File: src/rtl/console_ctrl_if.sv
// Console controller bus: UART byte handshake in, cursor/scroll state and VRAM write port out.
// Latency: none, this is wiring only.
// Backpressure: rx_ready from the controller gates acceptance of rx_data.
interface console_ctrl_if #(
  parameter int COLS   = 40,
  parameter int ROWS   = 30,
  parameter int ADDR_W = 13
);
  localparam int CW = $clog2(COLS);
  localparam int RW = $clog2(ROWS);

  logic              rx_valid;
  logic [7:0]        rx_data;
  logic              rx_ready;
  logic [CW-1:0]     cursor_x;
  logic [RW-1:0]     cursor_y;
  logic [RW-1:0]     top_row;
  logic              busy;
  logic              we;
  logic [ADDR_W-1:0] waddr;
  logic [7:0]        wdata;

  // Byte source / VRAM sink side
  modport master (
    output rx_valid, rx_data,
    input  rx_ready, cursor_x, cursor_y, top_row, busy, we, waddr, wdata
  );

  // Controller side
  modport slave (
    input  rx_valid, rx_data,
    output rx_ready, cursor_x, cursor_y, top_row, busy, we, waddr, wdata
  );
endinterface

File: src/rtl/console_ctrl.sv
// Text console controller: decodes a byte stream into VRAM writes, cursor moves, scroll and fills.
// Latency: VRAM write is registered, one cycle after the accepting edge; cursor moves on that edge.
// Backpressure: rx_ready is low for the whole row/page fill; a held byte waits for the next IDLE cycle.
module console_ctrl #(
  parameter int COLS           = 40,
  parameter int ROWS           = 30,
  parameter int ADDR_W         = 13,
  parameter int TAB            = 8,
  parameter bit CLEAR_ON_RESET = 1'b1
) (
  input  logic clk,
  input  logic rst,
  console_ctrl_if.slave bus
);
  localparam int CW    = $clog2(COLS);
  localparam int RW    = $clog2(ROWS);
  localparam int CW1   = CW + 1;
  localparam int RW1   = RW + 1;
  localparam int TOTAL = COLS * ROWS;

  localparam logic [7:0]        SPACE    = 8'h20;
  localparam logic [ADDR_W-1:0] COLS_A   = ADDR_W'(COLS);
  localparam logic [ADDR_W-1:0] ROW_LAST = ADDR_W'(COLS - 1);
  localparam logic [ADDR_W-1:0] ALL_LAST = ADDR_W'(TOTAL - 1);
  localparam logic [CW-1:0]     X_MAX    = CW'(COLS - 1);
  localparam logic [RW-1:0]     Y_MAX    = RW'(ROWS - 1);
  localparam logic [RW:0]       ROWS_E   = RW1'(ROWS);
  localparam logic [CW:0]       COLS_E   = CW1'(COLS);
  localparam logic [CW:0]       TAB_MASK = CW1'(TAB - 1);

  typedef enum logic [1:0] {IDLE, CLR_ROW, CLR_ALL} state_t;

  state_t            state;
  logic [CW-1:0]     cx;
  logic [RW-1:0]     cy;
  logic [RW-1:0]     top;
  logic              we_q;
  logic [ADDR_W-1:0] waddr_q;
  logic [7:0]        wdata_q;
  logic [ADDR_W-1:0] fill_base;
  logic [ADDR_W-1:0] fill_cnt;

  // Next-state values for the byte currently offered on rx_data
  logic [CW-1:0]     nx;
  logic [RW-1:0]     ny;
  logic [RW-1:0]     ntop;
  state_t            nstate;
  logic              n_we;
  logic [ADDR_W-1:0] n_addr;
  logic [7:0]        n_data;
  logic              newline;
  logic [CW:0]       tab_next;
  logic [RW-1:0]     top_inc;

  // Logical (row, col) to VRAM address; the row wrap is a single compare/subtract
  function automatic logic [ADDR_W-1:0] cell_addr(input logic [RW-1:0] t,
                                                  input logic [RW-1:0] row,
                                                  input logic [CW-1:0] col);
    logic [RW:0] s;
    s = {1'b0, t} + {1'b0, row};
    if (s >= ROWS_E) s = s - ROWS_E;
    return ADDR_W'(s) * COLS_A + ADDR_W'(col);
  endfunction

  assign top_inc  = (top == Y_MAX) ? '0 : top + RW'(1);
  // Next tab stop strictly to the right: round x up past its TAB-aligned block
  assign tab_next = ({1'b0, cx} | TAB_MASK) + CW1'(1);

  // Decode the offered byte into cursor motion, an optional write and the follow-on state
  always_comb begin
    nx      = cx;
    ny      = cy;
    ntop    = top;
    nstate  = IDLE;
    n_we    = 1'b0;
    n_addr  = cell_addr(top, cy, cx);
    n_data  = bus.rx_data;
    newline = 1'b0;
    if (bus.rx_data >= 8'h20 && bus.rx_data <= 8'h7E) begin
      n_we = 1'b1;
      if (cx == X_MAX) newline = 1'b1;
      else             nx = cx + CW'(1);
    end else begin
      case (bus.rx_data)
        8'h0D: nx = '0;
        8'h0A: newline = 1'b1;
        8'h08, 8'h7F: begin
          if (cx != '0) begin
            nx     = cx - CW'(1);
            n_we   = 1'b1;
            n_data = SPACE;
            n_addr = cell_addr(top, cy, cx - CW'(1));
          end else if (cy != '0) begin
            nx     = X_MAX;
            ny     = cy - RW'(1);
            n_we   = 1'b1;
            n_data = SPACE;
            n_addr = cell_addr(top, cy - RW'(1), X_MAX);
          end
        end
        8'h09: begin
          if (tab_next >= COLS_E) newline = 1'b1;
          else                    nx = tab_next[CW-1:0];
        end
        8'h0C: begin
          nx     = '0;
          ny     = '0;
          ntop   = '0;
          nstate = CLR_ALL;
        end
        8'h11: if (cx != '0)    nx = cx - CW'(1);
        8'h12: if (cx != X_MAX) nx = cx + CW'(1);
        8'h13: if (cy != '0)    ny = cy - RW'(1);
        8'h14: if (cy != Y_MAX) ny = cy + RW'(1);
        default: ;
      endcase
    end
    // Newline at the bottom scrolls: the old top row becomes the new bottom row and gets blanked
    if (newline) begin
      nx = '0;
      if (cy != Y_MAX) begin
        ny = cy + RW'(1);
      end else begin
        ntop   = top_inc;
        nstate = CLR_ROW;
      end
    end
  end

  // Controller FSM: accepts bytes in IDLE, otherwise streams space fills to VRAM
  always_ff @(posedge clk or posedge rst) begin
    if (rst) begin
      state     <= CLEAR_ON_RESET ? CLR_ALL : IDLE;
      cx        <= '0;
      cy        <= '0;
      top       <= '0;
      we_q      <= 1'b0;
      waddr_q   <= '0;
      wdata_q   <= '0;
      fill_base <= '0;
      fill_cnt  <= '0;
    end else begin
      we_q <= 1'b0;
      case (state)
        IDLE: begin
          if (bus.rx_valid) begin
            cx        <= nx;
            cy        <= ny;
            top       <= ntop;
            state     <= nstate;
            we_q      <= n_we;
            fill_cnt  <= '0;
            // Only consumed on a scroll, where the old top row is the row to blank
            fill_base <= ADDR_W'(top) * COLS_A;
            if (n_we) begin
              waddr_q <= n_addr;
              wdata_q <= n_data;
            end
          end
        end
        CLR_ROW: begin
          we_q    <= 1'b1;
          waddr_q <= fill_base + fill_cnt;
          wdata_q <= SPACE;
          if (fill_cnt == ROW_LAST) begin
            fill_cnt <= '0;
            state    <= IDLE;
          end else begin
            fill_cnt <= fill_cnt + ADDR_W'(1);
          end
        end
        CLR_ALL: begin
          we_q    <= 1'b1;
          waddr_q <= fill_cnt;
          wdata_q <= SPACE;
          if (fill_cnt == ALL_LAST) begin
            fill_cnt <= '0;
            state    <= IDLE;
          end else begin
            fill_cnt <= fill_cnt + ADDR_W'(1);
          end
        end
        default: state <= IDLE;
      endcase
    end
  end

  assign bus.rx_ready = (state == IDLE);
  assign bus.busy     = (state != IDLE);
  assign bus.cursor_x = cx;
  assign bus.cursor_y = cy;
  assign bus.top_row  = top;
  assign bus.we       = we_q;
  assign bus.waddr    = waddr_q;
  assign bus.wdata    = wdata_q;
endmodule
File: src/flat_wrapper.sv
// flat-port wrapper written by rule: the top's interface ports become plain ports
module console_ctrl_flat 
#(
  parameter int COLS           = 40,
  parameter int ROWS           = 30,
  parameter int ADDR_W         = 13,
  parameter int TAB            = 8,
  parameter bit CLEAR_ON_RESET = 1'b1
)
  (clk, rst, bus_rx_valid, bus_rx_data, bus_rx_ready, bus_cursor_x, bus_cursor_y, bus_top_row, bus_busy, bus_we, bus_waddr, bus_wdata);
  console_ctrl_if #(.COLS(COLS), .ROWS(ROWS), .ADDR_W(ADDR_W)) bus_i ();
  input  logic clk;
  input  logic rst;
  input wire logic [$bits(bus_i.rx_valid)-1:0] bus_rx_valid;
  input wire logic [$bits(bus_i.rx_data)-1:0] bus_rx_data;
  output wire logic [$bits(bus_i.rx_ready)-1:0] bus_rx_ready;
  output wire logic [$bits(bus_i.cursor_x)-1:0] bus_cursor_x;
  output wire logic [$bits(bus_i.cursor_y)-1:0] bus_cursor_y;
  output wire logic [$bits(bus_i.top_row)-1:0] bus_top_row;
  output wire logic [$bits(bus_i.busy)-1:0] bus_busy;
  output wire logic [$bits(bus_i.we)-1:0] bus_we;
  output wire logic [$bits(bus_i.waddr)-1:0] bus_waddr;
  output wire logic [$bits(bus_i.wdata)-1:0] bus_wdata;
  assign bus_i.rx_valid = bus_rx_valid;
  assign bus_i.rx_data = bus_rx_data;
  assign bus_rx_ready = bus_i.rx_ready;
  assign bus_cursor_x = bus_i.cursor_x;
  assign bus_cursor_y = bus_i.cursor_y;
  assign bus_top_row = bus_i.top_row;
  assign bus_busy = bus_i.busy;
  assign bus_we = bus_i.we;
  assign bus_waddr = bus_i.waddr;
  assign bus_wdata = bus_i.wdata;
  console_ctrl #(.COLS(COLS), .ROWS(ROWS), .ADDR_W(ADDR_W), .TAB(TAB), .CLEAR_ON_RESET(CLEAR_ON_RESET)) u_core (.clk(clk), .rst(rst), .bus(bus_i));
endmodule
File: config.mk
export PLATFORM = sky130hd
export DESIGN_NAME = console_ctrl_flat
export DESIGN_NICKNAME = d
export VERILOG_FILES = /design/src/rtl/console_ctrl_if.sv /design/src/rtl/console_ctrl.sv /design/src/flat_wrapper.sv
export SDC_FILE = /design/constraint.sdc
export NUM_CORES = 1
export LEC_CHECK = 0
export ABC_CLOCK_PERIOD_IN_PS = 10300
export CELL_PAD_IN_SITES_DETAIL_PLACEMENT = 0
export CELL_PAD_IN_SITES_GLOBAL_PLACEMENT = 1
export CORE_MARGIN = 2
export CORE_UTILIZATION = 44
export CTS_CLUSTER_DIAMETER = 80
export DETAILED_ROUTE_END_ITERATION = 10
export GPL_ROUTABILITY_DRIVEN = 0
export PLACE_DENSITY = 0.81
export SLEW_MARGIN = 30
export SYNTH_ARGS = -nofsm -noshare
export SYNTH_HDL_FRONTEND = slang
export SYNTH_SLANG_ARGS = --single-unit
File: constraint.sdc
create_clock -name clk -period 10.3 [get_ports clk]
set_input_delay 2.06 -clock clk [delete_from_list [all_inputs] [get_ports clk]]
set_output_delay 2.06 -clock clk [all_outputs]
set_load 0.02 [all_outputs]
* Yosys cells after proc, flatten, opt, wreduce, memory -nomap -nowiden
Cells that the tools add are included.
** Operators by class
- Add/sub/neg operators :: 15
- Multiply operators :: 4
- Div/mod/pow operators :: 0
- Magnitude comparators :: 5
- Equality and inequality tests :: 27
- Shifts and indexed selects :: 0
- Muxes and demuxes :: 66
- Bitwise operators :: 0
- Reductions and logical operators :: 17
** Operators with widths (count)
- 13-bit 2-to-1 mux :: 9
- 6-bit 2-to-1 mux :: 17
- 13-bit case mux with 3 select lines :: 2
- 5-bit 2-to-1 mux :: 11
- 8-bit 2-to-1 mux :: 6
- 8-bit by 4-bit == test with 1-bit output (second input constant) :: 5
- 8-bit by 5-bit == test with 1-bit output (second input constant) :: 4
- 6-bit case mux with 5 select lines :: 1
- 6-bit by 3-bit multiplier with 9-bit output (second input constant) :: 3
- 12-bit by 6-bit adder with 13-bit output :: 2
- 5-bit case mux with 4 select lines :: 1
- 8-bit case mux with 2 select lines :: 1
- 2-bit 2-to-1 mux :: 7
- 11-bit by 13-bit adder with 13-bit output :: 1
- 12-bit by 6-bit adder with 13-bit output (second input constant) :: 1
- 13-bit by 1-bit adder with 13-bit output (second input constant) :: 1
- 13-bit by 11-bit == test with 1-bit output (second input constant) :: 1
- 13-bit by 6-bit == test with 1-bit output (second input constant) :: 1
- 5-bit by 5-bit adder with 6-bit output :: 2
- 6-bit by 5-bit >= comparator with 1-bit output (second input constant) :: 2
- 6-bit by 5-bit subtractor with 6-bit output (second input constant) :: 2
- 5-bit by 1-bit adder with 5-bit output (second input constant) :: 2
- 3-bit AND reduction :: 3
- 8-bit by 7-bit == test with 1-bit output (second input constant) :: 1
- 33 further kinds :: 48
** Word-level totals
- Register bits :: 61
- Bits in latches :: 0
- Bits in writable memories :: 0
- Memory bits (read-only) :: 0
- Input port bits :: 11
- Output and inout port bits :: 40
- Logic and storage cells :: 143
- Memories kept :: 0

* Longest topological paths before layout
- Word-level depth :: 17
- Mapped depth :: 21
- Depth with buffers taken out :: 20

* Worst setup path before layout
No wires, ideal clock.
- Path type :: register -> register
- From :: reg u_core.cy[1] (netlist: u_core.bus.cursor_y[1])
- To :: reg u_core.waddr_q[10] (netlist: u_core.bus.waddr[10])
- Setup time :: 0.132 ns
- Arrival :: 4.891 ns
- Required time :: 10.168 ns
- Path slack :: 5.276 ns
- Stages on the path, launching flop included :: 21
- Buffers on the path :: 1
- Period minus slack after synthesis :: 5.024 ns
- Path through :: dfrtp_1 inv_1 ha_1 nand2b_1 or3_1 clkbuf_1 nand2_1 ha_1 xor2_1 a31oi_1 mux2_2 ha_1 ha_1 a21o_1 a21oi_1 xor2_1 or3_1 xnor3_1 a21oi_1 a2111oi_0 o31ai_1
** On the way
- Word-level cells in the longest chain between the ends :: 17
- Elaborated cells between the ends (all ways) :: 36
- Those cells by class :: add/sub (8); mul (3); order compare (2); eq/ne (1); mux (20); reduce/logical (2)
** Ends and longest elaborated chain
- from (decl) :: line console_ctrl.sv:35 : logic [RW-1:0] cy;
- from (signal assigned) :: line console_ctrl.sv:148 : cy <= ny;
- 5-bit by 1-bit subtractor with 5-bit output :: line console_ctrl.sv:98 : n_addr = cell_addr(top, cy - RW'(1), X_MAX);
- 5-bit by 5-bit adder with 6-bit output :: line console_ctrl.sv:60 : s = {1'b0, t} + {1'b0, row};
- 6-bit by 5-bit subtractor with 6-bit output or 6-bit by 5-bit >= comparator with 1-bit output (tied branches) :: line console_ctrl.sv:61 : if (s >= ROWS_E) s = s - ROWS_E;
- 6-bit 2-to-1 mux :: line console_ctrl.sv:61
- 6-bit 2-to-1 mux :: line console_ctrl.sv:93 : end else if (cy != '0) begin
- 6-bit 2-to-1 mux :: line console_ctrl.sv:88 : if (cx != '0) begin
- 6-bit 2-to-1 mux :: line console_ctrl.sv:84 : case (bus.rx_data)
- 6-bit 2-to-1 mux :: line console_ctrl.sv:79 : if (bus.rx_data >= 8'h20 && bus.rx_data <= 8'h7E) begin
- 6-bit by 3-bit multiplier with 9-bit output :: line console_ctrl.sv:62 : return ADDR_W'(s) * COLS_A + ADDR_W'(col);
- 12-bit by 6-bit adder with 13-bit output :: line console_ctrl.sv:62
- 13-bit 2-to-1 mux :: line console_ctrl.sv:93
- 13-bit 2-to-1 mux :: line console_ctrl.sv:88
- 13-bit 2-to-1 mux :: line console_ctrl.sv:84
- 13-bit 2-to-1 mux :: line console_ctrl.sv:79
- 13-bit 2-to-1 mux :: line console_ctrl.sv:155 : if (n_we) begin
- 13-bit 2-to-1 mux :: line console_ctrl.sv:146 : if (bus.rx_valid) begin
- 13-bit case mux with 3 select lines :: line console_ctrl.sv:144 : case (state)
- to (signal assigned) :: line console_ctrl.sv:156 : waddr_q <= n_addr;
- to (signal assigned) :: line console_ctrl.sv:163 : waddr_q <= fill_base + fill_cnt;
- to (signal assigned) :: line console_ctrl.sv:174 : waddr_q <= fill_cnt;
- to (decl) :: line console_ctrl.sv:38 : logic [ADDR_W-1:0] waddr_q;
Several ways; a longest one is shown, not always the timed one. The select of a mux whose other input is x is not followed.
A chain may end at the register's enable or synchronous reset.

* Worst setup path after layout
Same ends and word-level chain as after synthesis.

==> flow_metrics.env <==
export IMPL_drt_wl_total_um=17600
export IMPL_post_route_cells_drive_above_1_share=0.0673
export IMPL_worstSetupPathType="reg -> reg"
export IMPL_cp_arrival_ps=5760
export IMPL_rsz0062_at_grt="false"
export IMPL_grt_max_degree=62
export IMPL_syn_avg_cell_area_um2=8.22
export IMPL_place_area_mm2=0.00675
export IMPL_syn_nets=825
export IMPL_yosysTopAreaCell="dfrtp_1"
export IMPL_hold_viol=0
export IMPL_seq_area_mm2=0.00153
export IMPL_synth_edf_count=0
export IMPL_hold_class="reg -> reg"
export IMPL_synthArstFlopShare=1.00
export IMPL_path_max_fanout=7
export IMPL_cts_root_buf="clkbuf_16"
export IMPL_area_delta_synth_final_pct=15.0
export IMPL_synth_seq_cells=61
export IMPL_p_leak_nw=3.07
export IMPL_holdBufCountCts=0
export IMPL_yosysMostFrequentCell="nand2_1"
export IMPL_num_fill_cells=1322
export IMPL_synth_area_leaders="dfrtp_1 (25%), ha_1 (13%), nand2_1 (5.3%)"
export IMPL_grt_pass1_wl_um=28500
export IMPL_crit_required_ps=10510
export IMPL_cts_tree="built"
export IMPL_cp_start_kind="flop"
export IMPL_vias=5840
export IMPL_cts_sinks=61
export IMPL_yosysUniqueCellTypes=82
export IMPL_yosysWarnings=0
export IMPL_cts_buffers=9
export IMPL_setup_tns_ps=0
export IMPL_cts_setup_buffers=0
export IMPL_ys_seq_area_frac=0.250
export IMPL_grt_antenna_before_repair=0
export IMPL_clk_pin_slew_ps=60
export IMPL_ir_worst_vdd_mv=0.184
export IMPL_design_area_mm2=0.00703
export IMPL_ant_nets=0
export IMPL_fin_skew_ps=8.56
export IMPL_num_io_pins=51
export IMPL_utilization=0.512
export IMPL_grt_total_usage=0.246
export IMPL_hold_depth=1
export IMPL_vias_per_cell=6.04
export IMPL_die_y_um=122
export IMPL_dieArea_mm2=0.0148
export IMPL_place_hpwl_um=13300
export IMPL_worst_pin_slew_ps=827
export IMPL_fmax_mhz=180
export IMPL_outcome="complete, no violations"
export IMPL_power_density_mw_per_mm2=245
export IMPL_nets=864
export IMPL_synth_commonest_cells="nand2_1 (86), nor2_1 (65), ha_1 (63), dfrtp_1 (60), o21ai_0 (51)"
export IMPL_clkLatencyLatePin_ps=350
export IMPL_die_w_um=122
export IMPL_min_period_ps=5560
export IMPL_start_util=0.445
export IMPL_wl_per_cell_um=18.2
export IMPL_setup_viol=0
export IMPL_synth_main_ff_cell="dfrtp_1"
export IMPL_endpoint_kind="flop"
export IMPL_rr_worst_depth=19
export IMPL_drtPass1Iterations=5
export IMPL_drt_first_iter_violations=397
export IMPL_synth_top_area_share=0.246
export IMPL_coreArea_mm2=0.0137
export IMPL_max_slew_margin_rel=0.448
export IMPL_grt_pass1_vias=5637
export IMPL_min_period_over_period=0.540
export IMPL_drc=0
export IMPL_rows=43
export IMPL_io_buffers=50
export IMPL_ctsResizeCount=0
export IMPL_cap_violations=0
export IMPL_synthesis_area_mm2=0.00611
export IMPL_clockBufferDepth=2
export IMPL_overflow=0
export IMPL_syn_inst=743
export IMPL_p_total_mw=1.72
export IMPL_drv_slew=0
export IMPL_antennaDiodeCount=0
export IMPL_multi_input_area_mm2=0.00434
export IMPL_ctsHtreeMaxLevel=3
[cell usage in the layout (no fill, tap or decap), types with 17 or more instances in the layout]
cell type	instances
o21ai_0	51
nand3_1	22
xnor2_1	31
dfrtp_1	60
xor2_1	19
o21ai_1	17
nor3_1	18
nand2_1	86
inv_1	29
a21oi_1	43
ha_1	63
clkdlybuf4s50_1	50
nor2_1	65
[routing by layer]
metal / vias to the layer above / part of all wire / track usage
met5: - / 0 / 0
met4: 0 / 0.036 / 0.110
met3: 39 / 0.047 / 0.0314
met2: 182 / 0.46 / 0.390
met1: 2821 / 0.46 / 0.337
li1: 2798 / - / -
[layout make-up]
type                    count  area share
clock buffers               9      0.0321
clock inverters             7     0.00712
inverters                  30      0.0160
multi-input cells         624       0.618
flip-flops and latches     61       0.217
well taps                 180      0.0321
repair buffers             56      0.0776
[registers in the layout (all words and copies together) (netlist names), 2 cells and up]
| name | flops |
|---|---|
| u_core.state | 2 |
| u_core.fill_cnt | 13 |
| u_core.bus.cursor_x | 6 |
| u_core.fill_base | 8 |
| u_core.bus.top_row | 5 |
| u_core.bus.cursor_y | 5 |
| u_core.bus.wdata | 8 |
| u_core.bus.waddr | 13 |
[critical path: stages (launching register included)]
cell and delay [ps]:
dfrtp_1 450, inv_1 160, ha_1 240, nand2b_1 130
or3_1 460, nand2_1 110, ha_1 300, xor2_1 240
a31oi_1 340, mux2_2 400, ha_1 320, ha_1 300
a21o_1 160, a21oi_1 360, xor2_1 150, or3_1 360
xnor3_1 280, a21oi_1 60, a2111oi_0 480, o31ai_1 130
[logic make-up (layout without fill, tap and decap cells)]
group | after synthesis | count (layout) | synth area share
AOI/OAI and AO/OA | 226 | 226 | 0.252
xor gates and xnor gates | 52 | 52 | 0.0781
adders and majority gates | 71 | 71 | 0.155
buffers and inverters | 58 | 102 | 0.0393
DFF | 61 | 61 | 0.250
muxes | 6 | 6 | 0.0104
and+or+nand+nor | 269 | 269 | 0.215
[worst paths after layout]
check | startpoint | endpoint | slack, ps
max | u_core.bus.cursor_y[1] | u_core.bus.waddr[10] | 4740
min | u_core.bus.wdata[7] | u_core.bus.wdata[7] | 490
max reg2reg | u_core.bus.cursor_y[1] | u_core.bus.waddr[10] | 4740
min reg2reg | u_core.bus.wdata[7] | u_core.bus.wdata[7] | 490
max in group asynchronous | rst | u_core.bus.top_row[3] | 7480
min in group asynchronous | rst | u_core.fill_cnt[5] | 2270
[metrics by stage]
stage          hold slack (ps)  cells  setup slack, ps
6_report                   487    967             4740
5_1_grt                    515    967             4430
4_1_cts                    489    967             4810
3_5_place_dp               475    951             4830
3_3_place_gp               475    951             5060
2_1_floorplan              450    743             5280
[power breakdown]
group          internal [mW]  switching [mW]
sequential             0.275          0.0664
combinational          0.473           0.618
clock                  0.163           0.124
total                  0.912           0.808
(Power assumes the default switching activity.)
